[src/rtl/slice_ser_pkg.sv]
// rtl/slice_ser_pkg.sv - shared types and elaboration helpers for the slice serializer
//
// Holds the two-state FSM encoding and the functions that derive the beat
// count and beat-index width from WIDTH/CHUNK. The same helpers are used by
// slice_mux so that the serializer and any future deserializer agree on them.

package slice_ser_pkg;

  typedef enum logic {
    IDLE = 1'b0,
    SEND = 1'b1
  } ser_state_t;

  // Number of CHUNK-bit beats in a WIDTH-bit word.
  function automatic int beats_of(input int width, input int chunk);
    return (chunk > 0) ? (width / chunk) : 1;
  endfunction

  // Beat index width; a single-beat word still gets a 1-bit index.
  function automatic int idx_width(input int beats);
    return (beats > 1) ? $clog2(beats) : 1;
  endfunction

  // Legal configuration: 1 <= CHUNK <= WIDTH and WIDTH a multiple of CHUNK.
  function automatic bit width_ok(input int width, input int chunk);
    return (chunk >= 1) && (chunk <= width) && ((width % chunk) == 0);
  endfunction

endpackage

[src/rtl/slice_mux.sv]
// rtl/slice_mux.sv - combinational CHUNK-slice selector over a WIDTH-bit word
//
// Ports:
//   word      : WIDTH-bit source word
//   idx       : beat number k, counting from 0
//   msb_first : 1 maps beat 0 to the top slice, 0 maps beat 0 to the bottom slice
//   slice     : selected CHUNK-bit slice

module slice_mux
  import slice_ser_pkg::*;
#(
  parameter  int WIDTH = 16,
  parameter  int CHUNK = 4,
  localparam int BEATS = beats_of(WIDTH, CHUNK),
  localparam int CW    = idx_width(BEATS)
) (
  input  logic [WIDTH-1:0] word,
  input  logic [CW-1:0]    idx,
  input  logic             msb_first,
  output logic [CHUNK-1:0] slice
);

  logic [CW-1:0] sel;

  always_comb begin
    // MSB-first simply mirrors the beat number onto the slice position.
    sel   = msb_first ? (CW'(BEATS - 1) - idx) : idx;
    slice = '0;
    for (int i = 0; i < BEATS; i++) begin
      if (sel == CW'(i)) begin
        slice = word[i*CHUNK +: CHUNK];
      end
    end
  end

endmodule

[src/rtl/slice_serializer.sv]
// rtl/slice_serializer.sv - WIDTH-to-CHUNK width-down converter with per-word beat order
//
// Accepts one WIDTH-bit word on the in_* handshake and replays it as BEATS
// CHUNK-bit slices on the out_* handshake, LSB-first or MSB-first per word.
//
// Ports:
//   clk, arst_n     : rising-edge clock, asynchronous active-low reset
//   in_valid/ready  : word handshake; in_data + in_msb_first sampled on accept
//   out_valid/ready : slice handshake
//   out_data        : current slice (registered)
//   out_last        : current slice is the final beat of its word (registered)
//   out_idx         : beat number within the word (registered)

module slice_serializer
  import slice_ser_pkg::*;
#(
  parameter  int WIDTH = 16,
  parameter  int CHUNK = 4,
  localparam int BEATS = beats_of(WIDTH, CHUNK),
  localparam int CW    = idx_width(BEATS)
) (
  input  logic             clk,
  input  logic             arst_n,
  input  logic             in_valid,
  output logic             in_ready,
  input  logic [WIDTH-1:0] in_data,
  input  logic             in_msb_first,
  output logic             out_valid,
  input  logic             out_ready,
  output logic [CHUNK-1:0] out_data,
  output logic             out_last,
  output logic [CW-1:0]    out_idx
);

  generate
    if (!width_ok(WIDTH, CHUNK)) begin : g_bad_cfg
      $error("slice_serializer: WIDTH must be a positive multiple of CHUNK");
    end
  endgenerate

  localparam logic [CW-1:0] LAST_IDX = CW'(BEATS - 1);

  ser_state_t       state, nxt_state;
  logic [WIDTH-1:0] word_q, nxt_word;
  logic             msb_q, nxt_msb;
  logic [CW-1:0]    beat_q, nxt_beat;
  logic [CHUNK-1:0] nxt_slice;

  logic last_beat;
  logic accept;
  logic out_hs;

  assign last_beat = (state == SEND) && (beat_q == LAST_IDX);

  // Ready in IDLE, or on the last beat when that beat is being taken so the
  // next word can load in the same edge (no bubble between words).
  assign in_ready  = arst_n && ((state == IDLE) || (last_beat && out_ready));
  assign accept    = in_valid && in_ready;
  assign out_hs    = (state == SEND) && out_ready;

  assign out_valid = (state == SEND);
  assign out_idx   = beat_q;

  always_comb begin
    nxt_state = state;
    nxt_word  = word_q;
    nxt_msb   = msb_q;
    nxt_beat  = beat_q;
    if (accept) begin
      nxt_state = SEND;
      nxt_word  = in_data;
      nxt_msb   = in_msb_first;
      nxt_beat  = '0;
    end else if (out_hs) begin
      if (last_beat) begin
        nxt_state = IDLE;
        nxt_beat  = '0;
      end else begin
        nxt_beat  = beat_q + CW'(1);
      end
    end
  end

  // The slice is selected from next-state values so out_data can be a plain
  // register and still present beat 0 one cycle after accept.
  slice_mux #(
    .WIDTH (WIDTH),
    .CHUNK (CHUNK)
  ) u_slice_mux (
    .word      (nxt_word),
    .idx       (nxt_beat),
    .msb_first (nxt_msb),
    .slice     (nxt_slice)
  );

  always_ff @(posedge clk or negedge arst_n) begin
    if (!arst_n) begin
      state    <= IDLE;
      word_q   <= '0;
      msb_q    <= 1'b0;
      beat_q   <= '0;
      out_data <= '0;
      out_last <= 1'b0;
    end else begin
      state    <= nxt_state;
      word_q   <= nxt_word;
      msb_q    <= nxt_msb;
      beat_q   <= nxt_beat;
      out_data <= (nxt_state == SEND) ? nxt_slice : '0;
      out_last <= (nxt_state == SEND) && (nxt_beat == LAST_IDX);
    end
  end

endmodule

[config.mk]
export PLATFORM = sky130hd
export DESIGN_NAME = slice_serializer
export DESIGN_NICKNAME = d
export VERILOG_FILES = /design/src/rtl/slice_ser_pkg.sv /design/src/rtl/slice_mux.sv /design/src/rtl/slice_serializer.sv
export SDC_FILE = /design/constraint.sdc
export NUM_CORES = 1
export LEC_CHECK = 0
export ABC_AREA = 1
export BUFFER_PORTS_ARGS = -buffer_cell sky130_fd_sc_hd__buf_2
export CAP_MARGIN = 10
export CORE_MARGIN = 2
export CORE_UTILIZATION = 52
export CTS_CLUSTER_DIAMETER = 30
export CTS_CLUSTER_SIZE = 12
export DETAILED_ROUTE_END_ITERATION = 6
export GPL_ROUTABILITY_DRIVEN = 0
export HOLD_SLACK_MARGIN = 0.03
export PLACE_DENSITY = 0.76
export SYNTH_ARGS = -nofsm -noshare
export SYNTH_HDL_FRONTEND = slang
export SYNTH_SLANG_ARGS = --single-unit
[constraint.sdc]
create_clock -name clk -period 2 [get_ports clk]
set_clock_uncertainty 0.1 [all_clocks]
set_input_delay 0.2 -clock clk [delete_from_list [all_inputs] [get_ports clk]]
set_output_delay 0.2 -clock clk [all_outputs]
set_load 0.05 [all_outputs]
==> Yosys cells after proc, flatten, opt, wreduce, memory -nomap -nowiden <==
Cells that the tools add are included.
{ "totals": {"inputBits": 21, "output_inout_bits": 9, "reg_bits": 25, "word_cells": 36} }
{ "classes": {"eq_ne": 5, "bitwise": 1, "n_mux": 14, "add_sub_neg": 2, "n_reduce_logical": 8} }
{ "ops": {"columns": ["op", "n"], "rows": [
  ["4-bit two-way mux", 5],
  ["16-bit two-way mux", 1],
  ["2-bit equality test, second input constant", 4],
  ["2-bit two-way mux", 4],
  ["1-bit logical AND", 6],
  ["1-bit two-way mux", 4],
  ["2-bit by 1-bit adder with 2-bit output, second input constant", 1],
  ["2-bit by 1-bit equality test with 1-bit output, second input constant", 1],
  ["2-bit logical NOT", 1],
  ["2-bit subtractor, first input constant", 1],
  ["1-bit logical OR", 1],
  ["1-bit NOT", 1]
]} }

==> Logic depth before layout (Yosys ltp) <==
{ "depth": {"ltp_word": 15, "mapped_depth": 12, "mapped_depth_nobuf": 11} }

==> Modules after synthesis <==
Synthesis repeated with hierarchy kept, for this count alone.
{ "hier_totals": {"hier_cells": 152, "hier_area_um2": 1257.5} }
{ "by_module_without_submodules": {"columns": ["mod", "seq_area_each_um2", "instances", "area_each_um2", "cells_per_inst"], "rows": [
  ["slice_serializer", 625.6, 1, 1068.5, 116],
  ["slice_mux", 0.0, 1, 188.9, 36]
]} }

==> Worst setup path before layout <==
OpenSTA, ideal clock, no wires.
{ "synth_timing": {"path_kind": "register -> register", "startpoint": "reg beat_q[0] (netlist: out_idx[0])", "endpoint": "reg out_data[0]", "stages_incl_launch_ff": 11, "setup_slack_ns": 0.023, "path_buffers": 2, "arrival_time_ns": 1.758, "setup_ns": 0.119, "period_less_slack_ns": 1.977, "t_required_ns": 1.781, "cell_sequence": "dfrtp_1 ha_1 nand2_1 nand2_2 nand3_2 buf_6 buf_2 o21ai_1 nand3_1 nand3_1 nor2_1"} }
{ "synth_via": {"elab_chain_cells": 15, "word_cells_on_any_way": 26, "classes_between": "add/sub (2); eq/ne (4); mux (14); reduce/logical (6)"} }
{ "synth_lines": {"columns": ["item", "line_no", "rtl"], "rows": [
  ["start, declared", "slice_serializer.sv:46", "logic [CW-1:0] beat_q, nxt_beat;"],
  ["start signal, assigned", "slice_serializer.sv:108", "beat_q <= nxt_beat;"],
  ["branches (longest 14 deep; another with 2-bit by 1-bit adder with 2-bit output)", null, null],
  ["4-bit two-way mux (*)", "slice_serializer.sv:109", "out_data <= (nxt_state == SEND) ? nxt_slice : '0;"],
  ["end signal, assigned", "slice_serializer.sv:109", null],
  ["end, declared", "slice_serializer.sv:30", "output logic [CHUNK-1:0] out_data,"]
]} }
Every way passes the cells marked *.

==> Final worst setup path <==
{ "layout_timing": {"startpoint": "reg beat_q[0] (netlist: out_idx[0])", "endpoint": "reg out_data[0]"} }
{ "layout_via": {"elab_chain_cells": 15, "word_cells_on_any_way": 26, "classes_between": "add/sub (2); eq/ne (4); mux (14); reduce/logical (6)"} }
{ "layout_lines": {"columns": ["item", "line_no", "rtl"], "rows": [
  ["branches (longest 6 deep; another with 2-bit by 1-bit adder with 2-bit output)", null, null],
  ["2-bit two-way mux (*)", "slice_serializer.sv:69", "if (accept) begin"],
  ["via nxt_beat[1]", "slice_serializer.sv:46", null],
  ["2-bit subtractor", "slice_mux.sv:27", "sel = msb_first ? (CW'(BEATS - 1) - idx) : idx;"],
  ["2-bit two-way mux (*)", "slice_mux.sv:27", null],
  ["2-bit logical NOT", "slice_mux.sv:30", "if (sel == CW'(i)) begin"],
  ["4-bit two-way mux (3 in series)", "slice_mux.sv:30", null],
  ["4-bit two-way mux (*)", "slice_mux.sv:30", null],
  ["4-bit two-way mux (*)", "slice_serializer.sv:109", null]
]} }
Mark *: on every way through the listed nets, which the timed path passes.

==> metrics.md <==
| Metric | Value |
|---|---|
| Sequential cell area | 626 sq um |
| Slew margin rel. | 0.544 |
| Slowest-stage cell, CP | dfrtp_1 |
| Switch share | 0.497 |
| PwrDens | 1710 nW/um^2 |
| Synth top area cells | dfrtp_1 50%, nand2_1 9.6%, inv_1 9.3% |
| Hold crit path type | in -> reg |
| Final worst slack | 0.132 ns |
| Clock Power Share | 0.086 |
| Post-synthesis cell type count | 16 |
| Drt pass-1 iters | 4 |
| Worst Tran Pin Value | 0.684 ns |
| Initial DRC Count | 28 |
| Setup-failing EPs final | 0 |
| Yosys top cell area share | 0.502 |
| Leading area contributor after synthesis | dfrtp_1 |
| Most common cell after layout, fill and taps aside | nand2_1 |
| Fin. Hold Viols | 0 |
| Number of buffers added on ports | 29 |
| CP Cell Sequence | ha_1 > nand2_1 > nand2_2 > nand3_4 > nand2_1 > inv_1 > nand2_1 > nand2_2 > nand2_2 > o21ai_1 > nor2_1 |
| Critical path class | reg -> reg |
| Num CTS Buffers | 3 |
| Insertion delay to the later sink of the worst-skew pair | 0.32 ns |
| # IOs | 30 |
| Crit-path max FO | 6 |
| CP Capture Type | flop |
| Synth Cell Area | 1250 sq um |
| Peak Freq | 535 MHz |
| Global-route wire length before repair | 4440 microns |
| H-tree depth | 1 |
| Die width | 53.0 microns |
| RSZ-0062 raised after global routing | false |
| Synth Area per Inst | about 8.1 sq um |
| Fin Setup TNS | 0 ns |
| Min Hold Slack | 0.0409 ns |
| All-Layer GR Usage | 0.219 |
| Die ar. | 2800 sq um |
| Wirelength per Cell | 11.8 microns |
| Largest net degree at the start of global routing | 22 |
| Overflow after GRT | 0 |
| Layout fillers | 208 |
| P_sw | ~1300 uW |
| Root Driver | clkbuf_4 |
| Drt total wl | about 2600 microns |
| Max-cap viol count | 0 |
| Synth Instances | 154 |
| Final Cycle Share | 0.934 |
| Vias per cell | 5.00 |
| DP Wirelength | 2060 microns |
| Slew Viols, Final | 0 |
| Vias | 1106 |
| Crit path largest cell delay | 0.42 ns |
| Pre-CTS WS | 0.105 ns |
| CTS tree | built |
| Mapped Nets | 176 |
| Fraction of layout cells with a size suffix above 1 | 0.254 |
| Arrival time worst endpoint | a little under 2 ns |
| Initial Utilization | 0.558 |
| Outcome | completed |
| Worst-path clk slew | roughly 0.14 ns |
| Max Root-Sink Buffers | 2 |
| # diodes | 0 |
| Sequential power share | 0.326 |
| Core Area | 2230 sq um |
| Placed instance area | 1410 sq um |
| Commonest non-fill, non-tap cells in the layout | 32 x nand2_1, 31 x inv_1, 29 x buf_2 |
| Synthesis-to-finish area growth | 21.9% |
| Sink Count | 25 |
| Design Power | 2600 uW |
| Row count | 17 |
| Gate power share | 0.588 |
| Crit start category | flop |
| Fin area | 1520 sq um |
| CP required | 2.12 ns |
| Routed Antenna Nets | 0 |
| Synth warn | 0 |
| DIE HEIGHT | 53.0 microns |
| Sequential fraction of the synthesis area | 0.502 |
| Nets | between 200 and 250 |
| Final min period | 1.87 ns |
| Vias in the first global route | 1026 |
| Leak | 0.000894 uW |
| Multi-input gate area | ~470 sq um |
| Antenna violations before repair | 0 |
| Int Power | about 1300 uW |
| Yosys reg bits | 25 |
| VDD IR-drop max | 0.939 mV |
| # DRC | 0 |
worst max-delay path: cells and delay by family, from the launching register on:
family	cells	cell delay [ns]
AOI/OAI and AO/OA	1	0.13
adders and majority gates	1	0.22
buffers and inverters	1	0.12
DFF	1	0.42
and+or+nand+nor	8	0.77
synthesized netlist by cell type:
cell type	n
inv_1	31
nor2_1	8
o21ai_1	12
nand2_1	32
dfrtp_1	25
o21a_1	8
nor3_1	1
buf_6	3
nand4_1	2
nand3_2	1
and2_1	1
nand2_2	9
inv_2	2
buf_2	1
nand3_1	17
ha_1	1
registers in the layout (all words and copies together) (netlist names):
signal,flops
word_q,16
out_data,4
out_idx,2
msb_q,1
out_last,1
out_valid,1
timing repair:
item                       in CTS  in global routing
hold buffers                    5                  1
resized for setup               0                  3
hold endpoints to repair       28                  1
setup buffers                   0                  1
setup endpoints to repair       0                 20
final timing paths:
check | cells past startpoint | slack [ns] | endpoint | start
max in group asynchronous | 4 | 0.51 | word_q[9] | arst_n
worst min register to register | 2 | 0.42 | word_q[7] | word_q[7]
min in group asynchronous | 2 | 0.17 | out_idx[1] | arst_n
worst max register to register | 11 | 0.13 | out_data[0] | out_idx[0]
worst min-delay path | 3 | 0.04 | word_q[5] | in_data[5]
worst max-delay path | 11 | 0.13 | out_data[0] | out_idx[0]
per-stage QoR:
step,utilization,instances
2_1_floorplan,-,154
3_3_place_gp,0.631,210
3_5_place_dp,0.631,210
4_1_cts,0.666,219
5_1_grt,0.680,221
6_report,0.680,221
power groups by stage:
stage	combinational, uW	clock [uW]	sequential (uW)
final	1530	223	845
after global placement	1420	0	852
after CTS	1500	228	851
after floorplan	899	0	1120
after detailed placement	1480	0	864
after global routing	1680	257	865
cells by family after synthesis:
| logic type | share of synthesized area |
|---|---|
| AND/OR/NAND/NOR | 0.261 |
| flip-flops | 0.502 |
| AO/OA/AOI/OAI | 0.0964 |
| adder cells (fa/ha/maj) | 0.0100 |
| buffers and inverters | 0.131 |
per-layer routing:
metal  GRT usage  wire length, microns
met1       0.262                  1120
met2       0.406                  1350
met3      0.0339                   130
met4      0.0513                    12
met5           0                     0
layout make-up:
cell class | count | share of cell area
sequential | 25 | 0.412
clock inverter | 1 | 0.00329
inverter | 33 | 0.0815
tap | 28 | 0.0231
clock buffer | 3 | 0.0148
multi-input combinational | 92 | 0.306
timing repair buffer | 39 | 0.159
Note: power is estimated with default switching activity, not from simulation.
